--- config.mk ---
export PLATFORM = sky130hd
export DESIGN_NAME = int_div_iterative
export DESIGN_NICKNAME = d
export VERILOG_FILES = /design/src/rtl/int_div_iterative.sv
export SDC_FILE = /design/constraint.sdc
export NUM_CORES = 1
export LEC_CHECK = 0
export CAP_MARGIN = 10
export CORE_MARGIN = 1.5
export CORE_UTILIZATION = 47
export CTS_CLUSTER_SIZE = 24
export DETAILED_ROUTE_END_ITERATION = 12
export PLACE_DENSITY_LB_ADDON = 0.1
export SKIP_CTS_REPAIR_TIMING = 1
export SLEW_MARGIN = 5
export SYNTH_ARGS = -nofsm -noshare
export SYNTH_HDL_FRONTEND = slang
export SYNTH_SLANG_ARGS = --single-unit
export TNS_END_PERCENT = 20
--- constraint.sdc ---
create_clock -name clk -period 3.5 [get_ports clk]
set_input_delay 0.35 -clock clk [delete_from_list [all_inputs] [get_ports clk]]
set_output_delay 0.35 -clock clk [all_outputs]
set_load 0.02 [all_outputs]
--- src/rtl/int_div_iterative.sv ---
// Iterative restoring integer divider: one quotient bit per cycle, signed or unsigned,
// RISC-V divide-by-zero and overflow results, val/rdy request and response interfaces.
module int_div_iterative #(
    parameter int W = 32
) (
    input  logic         clk,
    input  logic         reset,
    input  logic         req_val,
    output logic         req_rdy,
    input  logic         req_signed,
    input  logic [W-1:0] req_a,
    input  logic [W-1:0] req_b,
    output logic         resp_val,
    input  logic         resp_rdy,
    output logic [W-1:0] resp_quot,
    output logic [W-1:0] resp_rem
);

    localparam int CW = $clog2(W + 1);

    typedef enum logic [1:0] {
        IDLE,
        CALC,
        DONE
    } state_t;

    state_t        state;
    logic [CW-1:0] cnt;
    logic [W-1:0]  dq;      // dividend bits shift out at the MSB while quotient bits shift in at the LSB
    logic [W-1:0]  rem;
    logic [W-1:0]  dvs;
    logic          sign_q;
    logic          sign_r;
    logic          div0;

    logic          req_fire;
    logic          resp_fire;
    logic          a_neg;
    logic          b_neg;
    logic [W-1:0]  a_mag;
    logic [W-1:0]  b_mag;
    logic [W:0]    rem_sh;
    logic [W:0]    trial;

    assign req_rdy   = (state == IDLE) && !reset;
    assign resp_val  = (state == DONE);
    assign req_fire  = req_val && req_rdy;
    assign resp_fire = resp_val && resp_rdy;

    assign a_neg = req_signed && req_a[W-1];
    assign b_neg = req_signed && req_b[W-1];
    assign a_mag = a_neg ? -req_a : req_a;
    assign b_mag = b_neg ? -req_b : req_b;

    // rem < divisor holds between steps, so W+1 bits are enough and bit W is the borrow
    assign rem_sh = {rem, dq[W-1]};
    assign trial  = rem_sh - {1'b0, dvs};

    always_ff @(posedge clk) begin
        // NOTE: all state here uses non-blocking assignments so every register samples
        // pre-edge values regardless of statement order.
        if (reset) begin
            state  <= IDLE;
            cnt    <= '0;
            dq     <= '0;
            rem    <= '0;
            dvs    <= '0;
            sign_q <= 1'b0;
            sign_r <= 1'b0;
            div0   <= 1'b0;
        end else begin
            case (state)
                IDLE: begin
                    if (req_fire) begin
                        dq     <= a_mag;
                        dvs    <= b_mag;
                        rem    <= '0;
                        cnt    <= CW'(W);
                        sign_q <= a_neg ^ b_neg;
                        sign_r <= a_neg;
                        div0   <= (req_b == '0);
                        state  <= CALC;
                    end
                end
                CALC: begin
                    if (trial[W]) begin
                        rem <= rem_sh[W-1:0];
                        dq  <= {dq[W-2:0], 1'b0};
                    end else begin
                        rem <= trial[W-1:0];
                        dq  <= {dq[W-2:0], 1'b1};
                    end
                    cnt <= cnt - CW'(1);
                    if (cnt == CW'(1)) begin
                        state <= DONE;
                    end
                end
                DONE: begin
                    if (resp_fire) begin
                        state <= IDLE;
                    end
                end
                default: state <= IDLE;
            endcase
        end
    end

    // With a zero divisor every step subtracts nothing, so rem ends as |a| and the
    // remainder negate below restores the original dividend.
    assign resp_quot = div0 ? '1 : (sign_q ? -dq : dq);
    assign resp_rem  = sign_r ? -rem : rem;

endmodule

==> metrics <==
ordered cell list for the critical path=or4_4 > or4_4 > or2_4 > or4_4 > or3_4 > o31ai_2 > xnor2_1 > nand2_1 > dlymetal6s2s_1; area share of the leading cell type in the synthesized netlist=25.0%; Skew-Pair Late Insertion Delay=360 ps; multi-input logic area=6140 sq um; initial antenna violation count=0; Max Fanout on Critical Path=3; data required time of the critical path=3150 ps; synth unique cells=62; vias per cell=5.71; die outline area=19000 sq um; TritonCTS clock tree=done; type of origin of the critical path=flip-flop; fraction of the yosys area taken by sequential cells=25.0%; endpoint of the worst hold-timing path=dvs[31]; proportion of layout cells with a drive suffix above 1=10.8%; clk_skew=8.84 ps; power per standard cell area=651 nW/um^2; post-synthesis register bit count=107; endpoint of the worst-slack reg-to-reg timing path=rem[10]; Worst Reg2Reg Path Length in Cells=13; netlist area before placement=8560 sq um; total leakage power=0.00467 uW; Chip Width=138 um; Met1 Routed Length=11.6 mm; synthesized netlist cell count=1145; Worst Path Class, Setup=reg2out; # IOs=135; Max Transition Viols Final=0; root buffer cell=clkbuf_16; Crit path arrival time=3330 ps; type of element capturing the critical path=output port; top metal layer carrying routed signals=met4; number of hold violations in the final report=0; Final HPWL DP=18.7 mm; average instance area after synthesis=7.47 sq um; number of buffers on the longest clock path=2; run status=complete, but fails checks; number of global-route vias before repair=7657; final core utilization=61.4%; detailed-routing iteration count for the pre-antenna-repair pass=6; post-detailed-routing wire length=25.0 mm; first-pass GRT wire length=38.8 mm; initial standard-cell utilization of the core=47.8%; f_max=271 MHz; number of endpoints failing setup at the final stage=9; count of buffers inserted at the top-level ports=134; number of enable-type register cells in the synthesized netlist=0; total DRC errors in the routed layout=0; hold crit path type=reg2reg; post-route setup slack=-185 ps; Post-Place Worst Slack=-214 ps; global-route usage over all layers=25.8%; Post-Syn Nets=1253; number of inserted diodes=0; antenna-violating nets left=0; number of filler instances in the final layout=1718; source of the worst hold timing path=dvs[31]; post-synthesis cell type with the largest combined area=dfxtp_1; startpoint of the most critical register-to-register path=rem[1]; average detailed-routed wire length per instance=16.3 um; Max Cap Violations=0; total number of placement rows=49; primary flip-flop cell chosen by synthesis mapping=dfxtp_1; final worst-path cycle share=105%; H-tree depth reported by CTS=3; count of placed standard cells in the final layout, fillers left out=1539; routed wire length on met3=1.03 mm; Clock Sink Count=107; pin count of the biggest net entering global routing=65; cell depth of the worst min-delay path=2; clock buffers created by TritonCTS=9; delay contributed by the slowest stage of the critical path=530 ps; Worst Hold Slack=467 ps; flip-flop and latch area=2140 sq um; most common cell type on the critical path=or4_4; peak ir drop on the vdd network=0.766 mV; number of nets in the finished design=1413; number of instances in the placed design=1523; RD Place Congestion=0.942; violations in the final reports=setup timing; Register-to-Register Setup Slack=190 ps; Worst-Margin Slew=824 ps; Setup TNS=-890 ps; area of the core region=17900 sq um; worst slew margin relative to its limit=45.1%; global route overflow=0; clock-pin slew of the registers on the worst-case setup and hold paths=80 ps; final critical delay including setup and external delays=3680 ps; count of vias placed by the detailed router=8784; unrepaired setup endpoints after global routing=true; vertical die dimension=138 um; initial detailed-routing violation count=578; Synth warnings=0; Crit-path slowest cell=or4_4; DR WL met2=11.9 mm; synth top area cells=dfxtp_1 (25%), xnor2_1 (8.1%), o21ai_0 (6.6%); area added between synthesis and finish=28.5%; share of async-settable or async-resettable flops after synthesis=0%
==> worst max path at each step <==
stage            start  cells past startpoint            end
6_report        dq[14]                      9  resp_quot[31]
3_3_place_gp   rem[10]                      8   resp_rem[28]
4_1_cts         dq[14]                      9  resp_quot[29]
5_1_grt         dq[14]                      9  resp_quot[29]
2_1_floorplan   dq[14]                      7  resp_quot[26]
3_5_place_dp   rem[10]                      8   resp_rem[28]
==> cell families (layout without fill, tap and decap cells) <==
family / count (synthesis) / in the layout / share of synthesized area, %
xor+xnor: 137 / 137 / 14.0
mux: 25 / 25 / 2.95
flops: 107 / 107 / 25.0
fa+ha+maj: 39 / 39 / 5.79
simple gates: 370 / 370 / 21.5
buf+inv: 118 / 283 / 5.25
compound gates: 349 / 349 / 25.5
==> registers in the layout, indices dropped and copies added (netlist names) <==
name    flops
sign_q      1
cnt         6
dq         32
state       2
rem        32
div0        1
dvs        32
sign_r      1
==> metal layers <==
metal  global-route usage [%]  up-vias
met1                     35.2     4101
met2                     43.2      223
li1                         -     4433
met5                        0        -
met3                     2.81       27
met4                     6.83        0
==> through the flow <==
step                      total power [uW]  instance area, sq um
after global routing                  7630                 11000
after detailed placement              5840                 10500
after CTS                             6870                 10800
after global placement                5810                 10500
after floorplan                       4330                  8560
final                                 7160                 11000
==> cells in the final DEF, fill, tap and decap left out, drive strengths merged, types with 12 or more instances in the layout <==
master	Yosys	routed
nand2	149	149
clkdlybuf4s50	0	114
o21ai	114	114
dfxtp	107	107
a21oi	87	87
buf	5	84
xnor2	79	79
inv	58	60
xor2	58	58
nor2	57	57
o31ai	40	40
ha	38	38
or3	37	37
a22oi	29	29
mux2i	23	23
or4	21	21
nand3	19	19
a21o	17	17
nor3	15	15
o41ai	15	15
nor2b	14	14
and3	12	12
==> cells in the mapped netlist (all sizes together), types with 3 or more instances <==
library cell and number:
a211oi 5, a21o 17, a21oi 87, a221oi 4, a22oi 29, a31oi 10, a32oi 3, and2 6
and3 12, buf 5, clkbuf 55, dfxtp 107, ha 38, inv 58, mux2i 23, nand2 149
nand2b 11, nand3 19, nand3b 4, nand4 6, nor2 57, nor2b 14, nor3 15, nor4 10
o211ai 6, o21a 3, o21ai 114, o31ai 40, o41ai 15, or2 4, or3 37, or4 21
xnor2 79, xor2 58
==> final cells by class <==
type / instances / area share, %
Multi-Input combinational cell: 920 / 55.9
Sequential cell: 107 / 19.5
Timing Repair Buffer: 209 / 17.4
Tap cell: 229 / 2.61
Clock buffer: 11 / 2.21
Inverter: 58 / 1.98
Clock inverter: 5 / 0.421
==> worst max-delay path: cells and delay by family, from the launching register on <==
family                    cells  cell delay [ps]
and+or+nand+nor               6             2090
xor gates and xnor gates      1              150
AOI/OAI and AO/OA             1              210
DFF                           1              310
buffers and inverters         1              200
==> where the power goes <==
part / switching, uW / internal (uW)
registers: 156 / 1360
logic: 2440 / 2180
clock network: 506 / 515
total: 3100 / 4060
Power figures use the tool's default switching activity.
